$ cat src/rtl/llr_pkg.sv
// LLR quantizer shared defaults, FSM encoding and arithmetic helpers.
// Optional saturation counter is built when LLR_SATCNT_EN is defined.
package llr_pkg;

  localparam int LLR_IW = 35;
  localparam int LLR_LW = 6;
  localparam int XW = 64;

  typedef logic signed [XW-1:0] wide_t;

  localparam logic [1:0] ST_IDLE   = 2'd0;
  localparam logic [1:0] ST_SEND_I = 2'd1;
  localparam logic [1:0] ST_SEND_Q = 2'd2;

  // Round half up, then arithmetic right shift; wide enough never to wrap.
  function automatic wide_t rnd_shift(
    input wide_t      x,
    input logic [4:0] s
  );
    wide_t bias;
    bias = '0;
    if (s != 5'd0) bias[s - 5'd1] = 1'b1;
    return (x + bias) >>> s;
  endfunction

  // Symmetric clip to +/-(2^(lw-1)-1).
  function automatic wide_t sat_sym(
    input wide_t v,
    input int    lw
  );
    wide_t lim;
    lim = (wide_t'(1) <<< (lw - 1)) - wide_t'(1);
    if (v > lim) return lim;
    if (v < -lim) return -lim;
    return v;
  endfunction

endpackage

$ cat src/rtl/llr_fifo.sv
// Show-ahead synchronous FIFO holding quantized (q, i) pairs.
// Optional saturation counter is built when LLR_SATCNT_EN is defined.
module llr_fifo #(
  parameter int DW    = 12,
  parameter int DEPTH = 16,
  parameter int CW    = $clog2(DEPTH) + 1
) (
  input  logic          i_clk,
  input  logic          i_rst_n,
  input  logic          push,
  input  logic [DW-1:0] wdata,
  input  logic          pop,
  output logic [DW-1:0] rdata,
  output logic          full,
  output logic          empty,
  output logic [CW-1:0] count
);

  localparam int AW = $clog2(DEPTH);

  logic [DW-1:0] mem [DEPTH];
  logic [AW-1:0] wptr;
  logic [AW-1:0] rptr;
  logic          wr_en;
  logic          rd_en;

  assign full  = (count == CW'(DEPTH));
  assign empty = (count == '0);
  assign rd_en = pop && !empty;
  // A full FIFO still takes a write when the same cycle frees a slot.
  assign wr_en = push && (!full || rd_en);
  assign rdata = mem[rptr];

  always_ff @(posedge i_clk) begin
    if (wr_en) mem[wptr] <= wdata;
  end

  always_ff @(posedge i_clk or negedge i_rst_n) begin
    if (!i_rst_n) begin
      wptr  <= '0;
      rptr  <= '0;
      count <= '0;
    end else begin
      if (wr_en) wptr <= wptr + AW'(1);
      if (rd_en) rptr <= rptr + AW'(1);
      unique case ({wr_en, rd_en})
        2'b10:   count <= count + CW'(1);
        2'b01:   count <= count - CW'(1);
        default: count <= count;
      endcase
    end
  end

endmodule

$ cat src/rtl/llr_quantizer.sv
// Rounds, scales and saturates product pairs to LLRs and serialises I/Q.
// Optional saturation counter is built when LLR_SATCNT_EN is defined.
module llr_quantizer
  import llr_pkg::*;
#(
  parameter int IW         = LLR_IW,
  parameter int LW         = LLR_LW,
  parameter int FIFO_DEPTH = 16,
  parameter int AF_MARGIN  = 8
) (
  input  logic                 i_clk,
  input  logic                 i_rst_n,
  input  logic signed [IW-1:0] i_pre,
  input  logic signed [IW-1:0] i_pim,
  input  logic                 i_valid,
  input  logic [4:0]           i_shift,
  output logic                 o_afull,
  output logic signed [LW-1:0] o_llr,
  output logic                 o_llr_valid,
  output logic                 o_llr_last,
  input  logic                 i_llr_ready,
  output logic                 o_ovf
`ifdef LLR_SATCNT_EN
  ,
  output logic [15:0]          o_sat_cnt
`endif
);

  localparam int CW = $clog2(FIFO_DEPTH) + 1;
  localparam logic [CW-1:0] AF_TH =
    CW'(FIFO_DEPTH - AF_MARGIN);

  logic               v1;
  logic signed [IW:0] re1;
  logic signed [IW:0] im1;

  logic                 v2;
  logic signed [LW-1:0] qi2;
  logic signed [LW-1:0] qq2;
  logic signed [LW-1:0] qi_n;
  logic signed [LW-1:0] qq_n;

  logic [2*LW-1:0] rdata;
  logic            full;
  logic            empty;
  logic [CW-1:0]   count;
  logic            pop;

  logic [1:0]      state;
  logic [LW-1:0]   q_hold;

  always_ff @(posedge i_clk or negedge i_rst_n) begin
    if (!i_rst_n) begin
      v1  <= 1'b0;
      re1 <= '0;
      im1 <= '0;
    end else begin
      v1 <= i_valid;
      if (i_valid) begin
        re1 <= (IW+1)'(rnd_shift(wide_t'(i_pre), i_shift));
        im1 <= (IW+1)'(rnd_shift(wide_t'(i_pim), i_shift));
      end
    end
  end

  assign qi_n = LW'(sat_sym(wide_t'(re1), LW));
  assign qq_n = LW'(sat_sym(wide_t'(im1), LW));

  always_ff @(posedge i_clk or negedge i_rst_n) begin
    if (!i_rst_n) begin
      v2  <= 1'b0;
      qi2 <= '0;
      qq2 <= '0;
    end else begin
      v2 <= v1;
      if (v1) begin
        qi2 <= qi_n;
        qq2 <= qq_n;
      end
    end
  end

  llr_fifo #(
    .DW    (2 * LW),
    .DEPTH (FIFO_DEPTH),
    .CW    (CW)
  ) u_fifo (
    .i_clk   (i_clk),
    .i_rst_n (i_rst_n),
    .push    (v2),
    .wdata   ({qq2, qi2}),
    .pop     (pop),
    .rdata   (rdata),
    .full    (full),
    .empty   (empty),
    .count   (count)
  );

  always_ff @(posedge i_clk or negedge i_rst_n) begin
    if (!i_rst_n) begin
      o_afull <= 1'b0;
      o_ovf   <= 1'b0;
    end else begin
      o_afull <= (count >= AF_TH);
      if (v2 && full && !pop) o_ovf <= 1'b1;
    end
  end

  always_comb begin
    pop = 1'b0;
    unique case (state)
      ST_IDLE:   pop = !empty;
      ST_SEND_Q: pop = i_llr_ready && !empty;
      default:   pop = 1'b0;
    endcase
  end

  // Output is registered; Q waits in q_hold while I is on the bus.
  always_ff @(posedge i_clk or negedge i_rst_n) begin
    if (!i_rst_n) begin
      state       <= ST_IDLE;
      o_llr       <= '0;
      o_llr_valid <= 1'b0;
      o_llr_last  <= 1'b0;
      q_hold      <= '0;
    end else begin
      unique case (state)
        ST_IDLE: begin
          if (!empty) begin
            o_llr       <= rdata[LW-1:0];
            q_hold      <= rdata[2*LW-1:LW];
            o_llr_valid <= 1'b1;
            o_llr_last  <= 1'b0;
            state       <= ST_SEND_I;
          end
        end
        ST_SEND_I: begin
          if (i_llr_ready) begin
            o_llr      <= q_hold;
            o_llr_last <= 1'b1;
            state      <= ST_SEND_Q;
          end
        end
        ST_SEND_Q: begin
          if (i_llr_ready) begin
            if (!empty) begin
              o_llr      <= rdata[LW-1:0];
              q_hold     <= rdata[2*LW-1:LW];
              o_llr_last <= 1'b0;
              state      <= ST_SEND_I;
            end else begin
              o_llr_valid <= 1'b0;
              o_llr_last  <= 1'b0;
              state       <= ST_IDLE;
            end
          end
        end
        default: state <= ST_IDLE;
      endcase
    end
  end

`ifdef LLR_SATCNT_EN
  logic        sat_i;
  logic        sat_q;
  logic [16:0] sat_sum;

  assign sat_i = (wide_t'(qi_n) != wide_t'(re1));
  assign sat_q = (wide_t'(qq_n) != wide_t'(im1));
  assign sat_sum = {1'b0, o_sat_cnt}
                 + 17'(sat_i) + 17'(sat_q);

  always_ff @(posedge i_clk or negedge i_rst_n) begin
    if (!i_rst_n) begin
      o_sat_cnt <= '0;
    end else if (v1) begin
      o_sat_cnt <= sat_sum[16] ? 16'hFFFF : sat_sum[15:0];
    end
  end
`endif

endmodule
$ cat config.mk
export PLATFORM = sky130hd
export DESIGN_NAME = llr_quantizer
export DESIGN_NICKNAME = d
export VERILOG_FILES = /design/src/rtl/llr_pkg.sv /design/src/rtl/llr_fifo.sv /design/src/rtl/llr_quantizer.sv
export SDC_FILE = /design/constraint.sdc
export NUM_CORES = 1
export LEC_CHECK = 0
export ABC_AREA = 1
export CAP_MARGIN = 10
export CORE_MARGIN = 1
export CORE_UTILIZATION = 60
export CTS_CLUSTER_SIZE = 40
export DETAILED_ROUTE_END_ITERATION = 10
export PLACE_DENSITY = 0.89
export RECOVER_POWER = 25
export SLEW_MARGIN = 0
export SYNTH_ARGS = -nofsm -noshare
export SYNTH_HDL_FRONTEND = slang
export SYNTH_SLANG_ARGS = --single-unit
$ cat constraint.sdc
create_clock -name i_clk -period 5.35 [get_ports i_clk]
set_input_delay 0.535 -clock i_clk [delete_from_list [all_inputs] [get_ports i_clk]]
set_output_delay 0.535 -clock i_clk [all_outputs]
set_load 0.02 [all_outputs]
==> impl_summary.md <==
Cells and area
Relative to the synthesized area, the layout overhead comes to 8.88%. After routing the design area is 0.0246 sq mm. In the layout the commonest cells are nand2_1, nand3_1, nor2_1, inv_1, edfxtp_1. Leaving out fill and tap cells, the most frequent cell in the layout is nand2_1.

The net count of the finished layout is 3396. The share of final-layout standard cells stronger than drive strength 1 is 6.34%.

Route
The number of DRC violations after detailed-routing iteration 0 is 3222. The total number of vias is 23914. The count of nets left with antenna violations after detail routing is 0. The average routed wire per standard cell is 19.9 um. Before antenna repair, the detailed router went through 9 iterations.

In the routed design, unresolved DRC markers number 0. Dividing the detail-routed via count by the number of cells gives 6.29. The total wirelength of the detailed-routed design is 75800 um.

Logic synthesis
In this run the cell area of the synthesized design comes to 0.0226 sq mm. The predominant post-synthesis flop cell is edfxtp_1. The area fraction in compound gates after synthesis is 10.3%. For this run, the register share of the synthesized area comes to 38.5%. The proportion of synthesized flip-flops having asynchronous set or reset is 37.9%. The gate count after technology mapping is about 3300. The xor/xnor cell area share of the yosys netlist is less than 1%. The number of synthesis warnings is 0.

The share of synthesized cell area in and, or, nand and nor gates is 40.3%. A synthesized cell averages 6.93 sq um. The number of flip-flops and latches in the synthesized netlist is 309. The number of synthesized flops with an enable pin is 192. Of the post-synthesis cell area, the part taken by muxes is less than 1%.

By area, the combinational part of the netlist is dominated by simple AND/OR/NAND/NOR gates. After synthesis, the netlist uses 56 different library cells. The arithmetic-cell share of the synthesized area counting full adders, half adders and majority gates is 2.25%.

Global route
The first global-routing pass estimated between 100000 and 150000 um of wire. The number of global-route vias before repair was 22274. The initial antenna violation count is 0.

Global routing finished with a remaining overflow of 0. Entering global routing, the biggest net connects 85 pins. Across every metal layer, demand over resource in global routing totals 38.8%.

STA
In the finished design, the share of the clock period the worst path needs comes to 84.1%. The final hold violation count is 0. The tightest hold margin is approximately 490 ps.

Setup slack on the critical path of the routed design comes to 848 ps. The slew at the pin with the worst max-slew slack is between 3000 and 4000 ps. The relative slew slack is -152%. Based on the critical path, the design can be clocked at up to ~220 MHz. The shortest clock period the worst path allows after layout is 4500 ps.

The final total negative setup slack is 0 ps. The clock arrives with 12.3 ps of skew. The number of max-slew violations in the final report is 136. The number of failing setup endpoints in the final timing report is 0.

Setup repair after global routing left no endpoint under its margin.

Power
In this run the static leakage power is 0.0111 uW. Of the total power, the share spent switching nets is 40.4%. In this run the power spent charging and discharging nets is about 3300 uW.

Combinational cells account for around 37% of the total power. The internal portion of the total power is 4860 uW. Overall power consumption after layout is estimated at between 8000 and 9000 uW. The share of power burned in registers is 39.6%. The total power divided by cell area is 331 mW/mm^2. The worst-case IR drop observed on VDD is 0.000251 V. The clock network accounts for 23.0% of the total power.

Floorplan
The die area is 0.0385 sq mm. Measured along the y axis, the die boundary spans 196 um. The count of boundary I/O pins is 89.

The standard-cell row count is 70. The initial core utilization is 61.3%. The area of the placeable core is between 0.03 and 0.04 sq mm. The horizontal extent of the die is 196 um.

Worst setup path
STA classifies the critical path endpoint as a flip-flop. The startpoint class of the critical path is an input port. Data on the critical path is required at its endpoint by a little under 6000 ps.

The path type of the worst setup path is input port to flip-flop. STA puts the critical path data arrival time at slightly below 5000 ps. In this run the worst path has a maximum fanout of 32.

Placed design
The placed cell area is 0.0238 sq mm. Routability-driven placement finished with a final weighted congestion of 1.04. The number of buffer cells added on primary ports is 88. The pre-CTS setup slack is 594 ps. The HPWL after detailed placement is 54900 um.

Clock network
Clock tree synthesis found a total of 309 sinks. TritonCTS built the clock tree. Buffers inserted during clock tree synthesis total 26. No sink is reached through more buffers than the 3 on the longest clock path.

The later-pin clock latency in the skew report is roughly 540 ps. After clock tree synthesis, the clock-pin slew on the worst setup and hold paths is approximately 70 ps. Buffers added to address setup during post-CTS repair amount to 0. The CTS H-tree depth is 1.

The count of hold-fix buffers inserted at cts is 0. Post-CTS repair changed the size of 0 cells. The root buffer selected by CTS is clkbuf_16.

Flow run
The tool flagged a number of max-cap violations equal to 2.

Run status
The run finished, with violations left. The final reports fail on max-capacitance violations, max-slew violations.

Hold path
The type of the tightest min-delay check is flip-flop to flip-flop.
-- cell usage after synthesis (5+ instances only) --
| cell | number | share of area (%) |
|---|---|---|
| nand2_1 | 896 | 15 |
| nand3_1 | 643 | 14 |
| nor2_1 | 309 | 5.1 |
| inv_1 | 275 | 4.6 |
| edfxtp_1 | 192 | 26 |
| a21oi_1 | 150 | 3.3 |
| o21ai_0 | 133 | 2.9 |
| dfrtp_1 | 117 | 13 |
| clkbuf_1 | 79 | 1.3 |
| nand4_1 | 51 | 1.4 |
| ha_1 | 39 | 2.2 |
| nand2_2 | 39 | 1.1 |
| buf_2 | 29 | 0.64 |
| buf_1 | 27 | 0.45 |
| o221ai_1 | 26 | 1.0 |
| inv_2 | 24 | 0.40 |
| nor4_1 | 23 | 0.64 |
| nand3_2 | 21 | 0.93 |
| o22ai_1 | 20 | 0.55 |
| nor2_2 | 19 | 0.53 |
| xor2_1 | 19 | 0.74 |
| o211ai_1 | 16 | 0.53 |
| nor3_1 | 14 | 0.31 |
| a31oi_1 | 11 | 0.30 |
| o2111ai_1 | 11 | 0.43 |
| o21a_1 | 11 | 0.37 |
| o21ai_1 | 10 | 0.22 |
| clkinv_1 | 7 | 0.12 |
| o21bai_1 | 6 | 0.20 |
| nor2_4 | 5 | 0.25 |
-- flip-flops by register name, summed over array words and instances, names as in the netlist, 2 cells and up --
signal	flops
u_fifo.count	5
qq2	6
re1	36
im1	36
u_fifo.wptr	4
o_llr	6
u_fifo.mem	192
u_fifo.rptr	4
q_hold	6
qi2	6
state	2
-- per-layer routing --
layer / track usage (%) / vias up / wire [um]
li1: - / 11056 / -
met1: 50.7 / 10977 / 29700
met2: 64.7 / 1594 / 35100
met3: 4.30 / 287 / 7180
met4: 18.7 / 0 / 3890
met5: 0 / - / 0
-- per-stage QoR --
stage / cells / util, %
global placement: 3750 / 64.4
detailed placement: 3750 / 64.4
finish: 3802 / 66.8
CTS: 3798 / 66.7
floorplan: 3264 / -
global route: 3801 / 66.7
-- power groups by stage --
stage | clock network, uW | logic (uW) | registers, uW
after floorplan | 0 | 1950 | 3190
after global placement | 0 | 2760 | 3230
after detailed placement | 0 | 2900 | 3260
after CTS | 1860 | 2950 | 3210
after global routing | 1960 | 3300 | 3250
final | 1880 | 3050 | 3230
-- kinds of logic (layout without fill, tap and decap cells) --
group                      Yosys count  count (layout)
muxes                                1               1
other                                1               3
buffers and inverters              448             481
AOI/OAI and AO/OA                  404             404
adders and majority gates           40              40
and+or+nand+nor                   2038            2038
xor gates and xnor gates            22              22
DFF                                309             309
-- final cells by class --
class,instances,area [sq um]
antenna,1,2.50
clock buffer,30,707
clock inverter,18,128
fill,3149,12300
inverter,308,1160
multi-input combinational,2507,12200
sequential,309,8690
tap,504,631
timing repair buffer,125,1130
-- worst paths after layout --
check | cells past startpoint | startpoint | end | slack (ps)
max | 20 | i_shift[0] | re1[13] | 850
min | 2 | o_llr[5] | o_llr[5] | 490
max reg2reg | 15 | u_fifo.count[0] | u_fifo.count[4] | 2020
min reg2reg | 2 | o_llr[5] | o_llr[5] | 490
max in group asynchronous | 1 | i_rst_n | u_fifo.rptr[0] | 1650
min in group asynchronous | 1 | i_rst_n | im1[14] | 1310
-- worst max-delay path, cell delays in order --
cell	delay, ps
buf_2	140
buf_4	410
nand2_1	480
nor2_1	730
ha_1	420
nand2_1	180
nor2_1	90
a21oi_1	300
inv_1	80
a21oi_1	260
nand2_2	120
nand2_1	90
nand3_1	120
nand3_1	190
nand3_1	120
nand3_1	190
nand3_1	120
nand2_1	110
nand2_1	70
nand2_1	170
Note: power is estimated with default switching activity, not from simulation.
